## src/rtl/gc_pkg.sv

```systemverilog
// Shared types and constants for the GameCube controller poll scheduler.
package gc_pkg;

  typedef enum logic [2:0] {
    StIdle,
    StProbeTx,
    StProbeRx,
    StWait,
    StPollTx,
    StPollRx
  } gc_sched_state_t;

  localparam logic [7:0] CMD_PROBE = 8'h00;
  localparam logic [7:0] CMD_POLL  = 8'h40;
  localparam logic [7:0] POLL_MODE = 8'h03;

  localparam int unsigned PROBE_RESP_BYTES = 3;
  localparam int unsigned POLL_RESP_BYTES  = 8;

  // Byte counter saturates one past the longest legal reply so overlong replies still fail.
  localparam int unsigned RespCntSat = 9;
  localparam int unsigned RespCntW   = 4;

endpackage

```

## src/rtl/gc_resp_collector.sv

```systemverilog
// Response collector: byte counter, 64-bit shift register and sticky error flag.
// Outputs are next-state values so a byte arriving alongside rx_done is already included.
module gc_resp_collector
  import gc_pkg::*;
(
  input  logic                clk_i,
  input  logic                rst_ni,
  input  logic                clear_i,
  input  logic                byte_valid_i,
  input  logic [7:0]          byte_i,
  input  logic                err_i,
  output logic [RespCntW-1:0] cnt_o,
  output logic [63:0]         data_o,
  output logic                err_o
);

  logic [RespCntW-1:0] cnt_q, cnt_d;
  logic [63:0]         data_q, data_d;
  logic                err_q, err_d;

  always_comb begin
    cnt_d  = cnt_q;
    data_d = data_q;
    err_d  = err_q | err_i;
    if (clear_i) begin
      cnt_d  = '0;
      data_d = '0;
      err_d  = 1'b0;
    end else if (byte_valid_i) begin
      data_d = {data_q[55:0], byte_i};
      if (cnt_q != RespCntW'(RespCntSat)) begin
        cnt_d = cnt_q + RespCntW'(1);
      end
    end
  end

  always_ff @(posedge clk_i) begin
    if (!rst_ni) begin
      cnt_q  <= '0;
      data_q <= '0;
      err_q  <= 1'b0;
    end else begin
      cnt_q  <= cnt_d;
      data_q <= data_d;
      err_q  <= err_d;
    end
  end

  assign cnt_o  = cnt_d;
  assign data_o = data_d;
  assign err_o  = err_d;

endmodule

```

## src/rtl/gc_poll_scheduler.sv

```systemverilog
// Joybus command sequencer: probes the controller, then polls it periodically and
// tracks connection health from the replies.
module gc_poll_scheduler
  import gc_pkg::*;
#(
  parameter int unsigned POLL_PERIOD_CYC  = 833_333,
  parameter int unsigned RESP_TIMEOUT_CYC = 25_000,
  parameter int unsigned MAX_FAIL         = 3
) (
  input  logic        CLOCK_50,
  input  logic        reset_n,
  input  logic        enable,
  input  logic        rumble,
  output logic        tx_start,
  output logic [1:0]  tx_len,
  output logic [23:0] tx_data,
  input  logic        tx_busy,
  input  logic        rx_valid,
  input  logic [7:0]  rx_byte,
  input  logic        rx_done,
  input  logic        rx_err,
  output logic [63:0] pad_state,
  output logic        pad_valid,
  output logic        connected,
  output logic [1:0]  fail_cnt
);

  localparam int unsigned TmrW = $clog2(POLL_PERIOD_CYC);
  // tx_start is registered, so leave WAIT two cycles early to keep launches exactly one period apart.
  localparam logic [TmrW-1:0] LaunchAt = TmrW'(POLL_PERIOD_CYC - 2);
  localparam logic [TmrW-1:0] TmoAt    = TmrW'(RESP_TIMEOUT_CYC - 1);
  localparam logic [1:0]      FailLast = 2'(MAX_FAIL - 1);

  gc_sched_state_t state_q, state_d;
  logic [TmrW-1:0] period_q, period_d;
  logic [TmrW-1:0] tmo_q, tmo_d;
  logic            tx_start_q, tx_start_d;
  logic [1:0]      tx_len_q, tx_len_d;
  logic [23:0]     tx_data_q, tx_data_d;
  logic [63:0]     pad_state_q, pad_state_d;
  logic            pad_valid_q, pad_valid_d;
  logic            connected_q, connected_d;
  logic [1:0]      fail_cnt_q, fail_cnt_d;

  logic                launch;
  logic                in_rx;
  logic                timed_out;
  logic [RespCntW-1:0] col_cnt;
  logic [63:0]         col_data;
  logic                col_err;

  assign in_rx     = (state_q == StProbeRx) || (state_q == StPollRx);
  assign timed_out = (tmo_q >= TmoAt);

  gc_resp_collector u_collector (
    .clk_i        (CLOCK_50),
    .rst_ni       (reset_n),
    .clear_i      (launch),
    .byte_valid_i (rx_valid & in_rx),
    .byte_i       (rx_byte),
    .err_i        (rx_err & in_rx),
    .cnt_o        (col_cnt),
    .data_o       (col_data),
    .err_o        (col_err)
  );

  always_comb begin
    state_d     = state_q;
    period_d    = (period_q == '1) ? period_q : period_q + TmrW'(1);
    tmo_d       = (tmo_q == '1) ? tmo_q : tmo_q + TmrW'(1);
    tx_start_d  = 1'b0;
    tx_len_d    = tx_len_q;
    tx_data_d   = tx_data_q;
    pad_state_d = pad_state_q;
    pad_valid_d = 1'b0;
    connected_d = connected_q;
    fail_cnt_d  = fail_cnt_q;
    launch      = 1'b0;

    unique case (state_q)
      StIdle: begin
        if (enable) state_d = StProbeTx;
      end
      StProbeTx: begin
        if (!tx_busy) begin
          launch    = 1'b1;
          tx_len_d  = 2'd1;
          tx_data_d = {CMD_PROBE, 16'h0000};
          state_d   = StProbeRx;
        end
      end
      StPollTx: begin
        if (!tx_busy) begin
          launch    = 1'b1;
          tx_len_d  = 2'd3;
          tx_data_d = {CMD_POLL, POLL_MODE, 7'b0, rumble};
          state_d   = StPollRx;
        end
      end
      StProbeRx: begin
        if (rx_done) begin
          if (col_cnt == RespCntW'(PROBE_RESP_BYTES) && !col_err) begin
            connected_d = 1'b1;
            fail_cnt_d  = 2'd0;
          end
          state_d = StWait;
        end else if (timed_out) begin
          state_d = StWait;
        end
      end
      StPollRx: begin
        if (rx_done && col_cnt == RespCntW'(POLL_RESP_BYTES) && !col_err) begin
          pad_state_d = col_data;
          pad_valid_d = 1'b1;
          fail_cnt_d  = 2'd0;
          state_d     = StWait;
        end else if (rx_done || timed_out) begin
          if (fail_cnt_q == FailLast) begin
            connected_d = 1'b0;
            fail_cnt_d  = 2'd0;
            pad_state_d = '0;
          end else begin
            fail_cnt_d = fail_cnt_q + 2'd1;
          end
          state_d = StWait;
        end
      end
      StWait: begin
        if (!enable) begin
          state_d = StIdle;
        end else if (period_q >= LaunchAt) begin
          state_d = connected_q ? StPollTx : StProbeTx;
        end
      end
      default: state_d = StIdle;
    endcase

    if (launch) begin
      tx_start_d = 1'b1;
      period_d   = '0;
      tmo_d      = '0;
    end
  end

  always_ff @(posedge CLOCK_50) begin
    if (!reset_n) begin
      state_q     <= StIdle;
      period_q    <= '0;
      tmo_q       <= '0;
      tx_start_q  <= 1'b0;
      tx_len_q    <= 2'd0;
      tx_data_q   <= '0;
      pad_state_q <= '0;
      pad_valid_q <= 1'b0;
      connected_q <= 1'b0;
      fail_cnt_q  <= 2'd0;
    end else begin
      state_q     <= state_d;
      period_q    <= period_d;
      tmo_q       <= tmo_d;
      tx_start_q  <= tx_start_d;
      tx_len_q    <= tx_len_d;
      tx_data_q   <= tx_data_d;
      pad_state_q <= pad_state_d;
      pad_valid_q <= pad_valid_d;
      connected_q <= connected_d;
      fail_cnt_q  <= fail_cnt_d;
    end
  end

  assign tx_start  = tx_start_q;
  assign tx_len    = tx_len_q;
  assign tx_data   = tx_data_q;
  assign pad_state = pad_state_q;
  assign pad_valid = pad_valid_q;
  assign connected = connected_q;
  assign fail_cnt  = fail_cnt_q;

endmodule

```

## config.mk

```make
export PLATFORM = sky130hd
export DESIGN_NAME = gc_poll_scheduler
export DESIGN_NICKNAME = d
export VERILOG_FILES = /design/src/rtl/gc_pkg.sv /design/src/rtl/gc_resp_collector.sv /design/src/rtl/gc_poll_scheduler.sv
export SDC_FILE = /design/constraint.sdc
export NUM_CORES = 1
export LEC_CHECK = 0
export CORE_AREA = 2 2 152 154
export CTS_CLUSTER_DIAMETER = 150
export DETAILED_ROUTE_END_ITERATION = 12
export DIE_AREA = 0 0 154 156
export MAX_ROUTING_LAYER = met4
export PLACE_DENSITY_LB_ADDON = 0.1
export RECOVER_POWER = 50
export SKIP_CTS_REPAIR_TIMING = 1
export SKIP_LAST_GASP = 1
export SYNTH_ARGS = -nofsm -noshare
export SYNTH_HDL_FRONTEND = slang
export SYNTH_HIERARCHICAL = 1
export SYNTH_SLANG_ARGS = --single-unit
```

## constraint.sdc

```tcl
create_clock -name CLOCK_50 -period 3.05 [get_ports CLOCK_50]
set_clock_uncertainty 0.2 [all_clocks]
set_input_delay 0.915 -clock CLOCK_50 [delete_from_list [all_inputs] [get_ports CLOCK_50]]
set_output_delay 0.915 -clock CLOCK_50 [all_outputs]
set_load 0.02 [all_outputs]
```

==> metrics.md <==
| Metric | Value |
|---|---|
| Worst Setup SP | `tx_busy` |
| Die Wd | `154 um` |
| GRT met3 Usage | `3.47%` |
| Async S/R FF share, synth | `0%` |
| Vias per inst | `4.93` |
| Psw | `1.65 mW` |
| IO Count | `111` |
| Area grow syn2layout | `21.9%` |
| Required time worst endpoint | `about 3200 ps` |
| Placed insts | `1293` |
| Total die area | `24000 um^2` |
| Initial antenna violation count | `0` |
| Clock Latency Late Sink | `roughly 430 ps` |
| Routed WL | `21.3 mm` |
| Row Count | `55` |
| Sw Share | `28.7%` |
| WS Path Type | `in -> reg` |
| Remaining DRCs | `0` |
| Clock buffer depth | `2` |
| Tot Pwr | `between 5 and 6 mW` |
| Detailed Route Iter0 Violations | `267` |
| Fmax | `0.339 GHz` |
| Total track usage | `17.2%` |
| Dpl ws | `-346 ps` |
| Pins Over Slew Limit | `0` |
| Main synth FF type | `dfxtp_1` |
| Final Cell Area | `between 10000 and 15000 um^2` |
| Logic pwr share | `16.8%` |
| Largest net degree at the start of global routing | `126` |
| EDFF count, synth | `0` |
| CP Max Fanout | `8` |
| Met2 Usage GRT | `a little over a quarter` |
| YS warnings | `6` |
| Worst r2r src | `state_q[0]$_SDFFE_PN0P_` |
| Synth Area per Inst | `9.22 um^2` |
| Post-synth cell types | `60` |
| Final #Nets | `about 1.1k` |
| Worst min path class | `reg -> reg` |
| DIE HEIGHT | `156 um` |
| CTS clk-pin slew, worst paths | `70 ps` |
| Total core area | `22400 um^2` |
| Final Wtd Congestion | `around 0.82` |
| Post-route core utilization | `between 40% and 50%` |
| Final-layout fill cell count | `2162` |
| Clk sinks | `184` |
| Placed cell area | `9840 um^2` |
| Outcome | `completed` |
| Pint | `just over 4 mW` |
| R2R depth | `12` |
| Post-route insts no fill | `1340` |
| Seq/Total Area, Yosys | `roughly two fifths` |
| Final hold violation count | `0` |
| Seq cells post-synth | `184` |
| Setup_tns | `0 ps` |
| Hold WS | `255 ps` |
| Total CTS buffers | `17` |
| Proportion of power drawn by flip-flops and latches | `43.8%` |
| Vias in the first global route | `a little over 6k` |
| R2r setup slk | `120 ps` |
| CTS tree | `yes` |
| Antenna Cells | `0` |
| Critical Path End Type | `register` |
| Power per cell area | `between 500 and 600 nW/um^2` |
| GR Util met1 | `about 22%` |
| GR peak layer | `met2` |
| Cells after Synth | `roughly 950` |
| Setup ws final | `about 100 ps` |
| Starting Density | `39.3%` |
| Routed Antenna Nets | `0` |
| Htree depth | `4` |
| Setup violators final | `0` |
| Slew at the pin closest to its max-slew limit | `~800 ps` |
| Clock root buffer | `clkbuf_16` |
| GRT overflow | `0` |
| Worst-case vdd ir drop | `367 uV` |
| Cell Area, Synth | `around 8800 um^2` |
| Leak | `4.15 nW` |
| CP endpoint | `pad_state[59]$_SDFFE_PN0P_` |
| First-pass GRT wire length | `32.3 mm` |
| Share of layout cells above drive strength 1 | `15.4%` |
| Crit share post-route | `96.7%` |
| TritonRoute pass-1 iters | `4` |
| Per-cell routed wire length | `15.9 um` |
| PortBufs | `90` |
| Reg2Reg Capture Point | `pad_state[59]$_SDFFE_PN0P_` |
| Slew margin rel. | `between 40% and 50%` |
| CP arrival | `3060 ps` |
| Max_cap viols | `0` |
| Dpl hpwl | `about 13 mm` |
| Clock share of power | `39.4%` |
| Kind of start point of the critical path | `input pin` |
| DR vias | `6611` |
| Crit path time final | `2950 ps` |
-- power groups by stage --
stage | Sequential (mW) | Combinational, mW | Clock, mW
after floorplan | 2.57 | 0.798 | 0
after global placement | 2.57 | 0.939 | 0
after detailed placement | 2.57 | 0.931 | 0
after CTS | 2.52 | 0.935 | 2.33
after global routing | 2.53 | 1.05 | 2.42
final | 2.52 | 0.964 | 2.27
-- flip-flops by register name, summed over array words and instances, names as in the netlist --
signal / count
fail_cnt: 2
pad_state: 64
state_q: 3
u_collector/data_q: 64
connected: 1
u_collector/cnt_q: 4
tmo_q: 20
tx_data: 2
tx_len: 1
period_q: 20
u_collector/err_q: 1
tx_start: 1
pad_valid: 1
-- routing by layer --
metal	vias to the layer above	part of all wire (%)
met1	3085	50
met3	12	2.8
met4	0	0.71
li1	3433	-
met5	-	0
met2	81	47
-- layout make-up --
type | instances | area (um^2) | area share (%)
multi-input cells | 694 | 4570 | 42.7
repair buffers | 139 | 1470 | 13.7
inverters | 6 | 22.5 | 0.210
clock inverters | 11 | 135 | 1.26
well taps | 285 | 357 | 3.33
flip-flops and latches | 184 | 3680 | 34.4
clock buffers | 21 | 470 | 4.39
-- how the worst min path moves through the flow --
| stage | startpoint | end | cells past startpoint |
|---|---|---|---|
| 2_1_floorplan | tmo_q[14]$_SDFFE_PP0P_ | tmo_q[14]$_SDFFE_PP0P_ | 1 |
| 3_3_place_gp | pad_state[7]$_SDFFE_PN0P_ | pad_state[7]$_SDFFE_PN0P_ | 2 |
| 3_5_place_dp | pad_state[26]$_SDFFE_PN0P_ | pad_state[26]$_SDFFE_PN0P_ | 2 |
| 4_1_cts | pad_state[26]$_SDFFE_PN0P_ | pad_state[26]$_SDFFE_PN0P_ | 2 |
| 5_1_grt | pad_state[29]$_SDFFE_PN0P_ | pad_state[29]$_SDFFE_PN0P_ | 2 |
| 6_report | pad_state[30]$_SDFFE_PN0P_ | pad_state[30]$_SDFFE_PN0P_ | 2 |
-- worst max-delay path, stage by stage --
cell             delay [ps]
clkdlybuf4s50_1         460
nor3_4                  270
buf_4                   190
nor2_1                   60
nor2_2                  180
nand3_4                 140
a211o_4                 490
clkbuf_16               220
mux2i_1                 110
-- synth_stat cells, types with 2 or more instances --
| library cell | count | share of area (%) |
|---|---|---|
| mux2i_1 | 131 | 15 |
| o32ai_1 | 3 | 0.30 |
| and4b_1 | 2 | 0.23 |
| o21a_1 | 3 | 0.26 |
| a31oi_1 | 5 | 0.36 |
| clkbuf_1 | 42 | 1.8 |
| buf_6 | 16 | 2.1 |
| nor2b_1 | 4 | 0.28 |
| a311oi_1 | 4 | 0.40 |
| and4_1 | 2 | 0.20 |
| inv_1 | 6 | 0.26 |
| a211oi_1 | 8 | 0.68 |
| nand3b_1 | 3 | 0.26 |
| a2111oi_0 | 2 | 0.20 |
| o211ai_1 | 3 | 0.26 |
| nor3b_1 | 5 | 0.43 |
| and2_1 | 66 | 4.7 |
| nor2_2 | 64 | 4.6 |
| nand4_1 | 12 | 0.85 |
| buf_4 | 23 | 2.0 |
| nand2_1 | 92 | 3.9 |
| or3_1 | 5 | 0.36 |
| ha_1 | 4 | 0.57 |
| nand2b_1 | 6 | 0.43 |
| xnor2_1 | 22 | 2.2 |
| and3_1 | 11 | 0.78 |
| nor2_1 | 49 | 2.1 |
| xor2_1 | 7 | 0.70 |
| a21oi_1 | 24 | 1.4 |
| nor4_1 | 4 | 0.28 |
| nand3_1 | 85 | 4.8 |
| buf_12 | 7 | 1.6 |
| a211o_1 | 3 | 0.30 |
| nor3_1 | 16 | 0.91 |
| dfxtp_1 | 184 | 42 |
| o21ai_0 | 6 | 0.34 |
-- cells by family (layout without fill, tap and decap cells) --
group / after synthesis / in the layout / share of synthesized area, %
AND/OR/NAND/NOR: 431 / 431 / 25.7
flip-flops: 184 / 184 / 41.9
multiplexers: 131 / 131 / 14.9
buffers and inverters: 95 / 177 / 7.72
AO/OA/AOI/OAI: 78 / 79 / 6.25
XOR/XNOR: 29 / 29 / 2.89
adder cells (fa/ha/maj): 4 / 4 / 0.570
other: 1 / 20 / 0.0427
-- placed cells by master, fill, tap and decap left out, types with 4 or more instances in the layout --
cell	netlist	layout
dfxtp_1	184	184
mux2i_1	131	131
nand2_1	92	92
clkdlybuf4s50_1	0	87
nand3_1	85	84
nor2_2	64	67
and2_1	66	66
nor2_1	49	46
buf_4	23	30
a21oi_1	24	24
clkbuf_16	0	23
xnor2_1	22	22
conb_1	1	20
nor3_1	16	15
nand4_1	12	12
and3_1	11	10
a211oi_1	8	8
xor2_1	7	7
nand2b_1	6	6
o21ai_0	6	6
buf_6	16	6
buf_12	7	6
inv_1	6	5
a31oi_1	5	5
or3_1	5	5
nor4_1	4	4
ha_1	4	4
No activity file was read; power rests on OpenSTA's default activity.
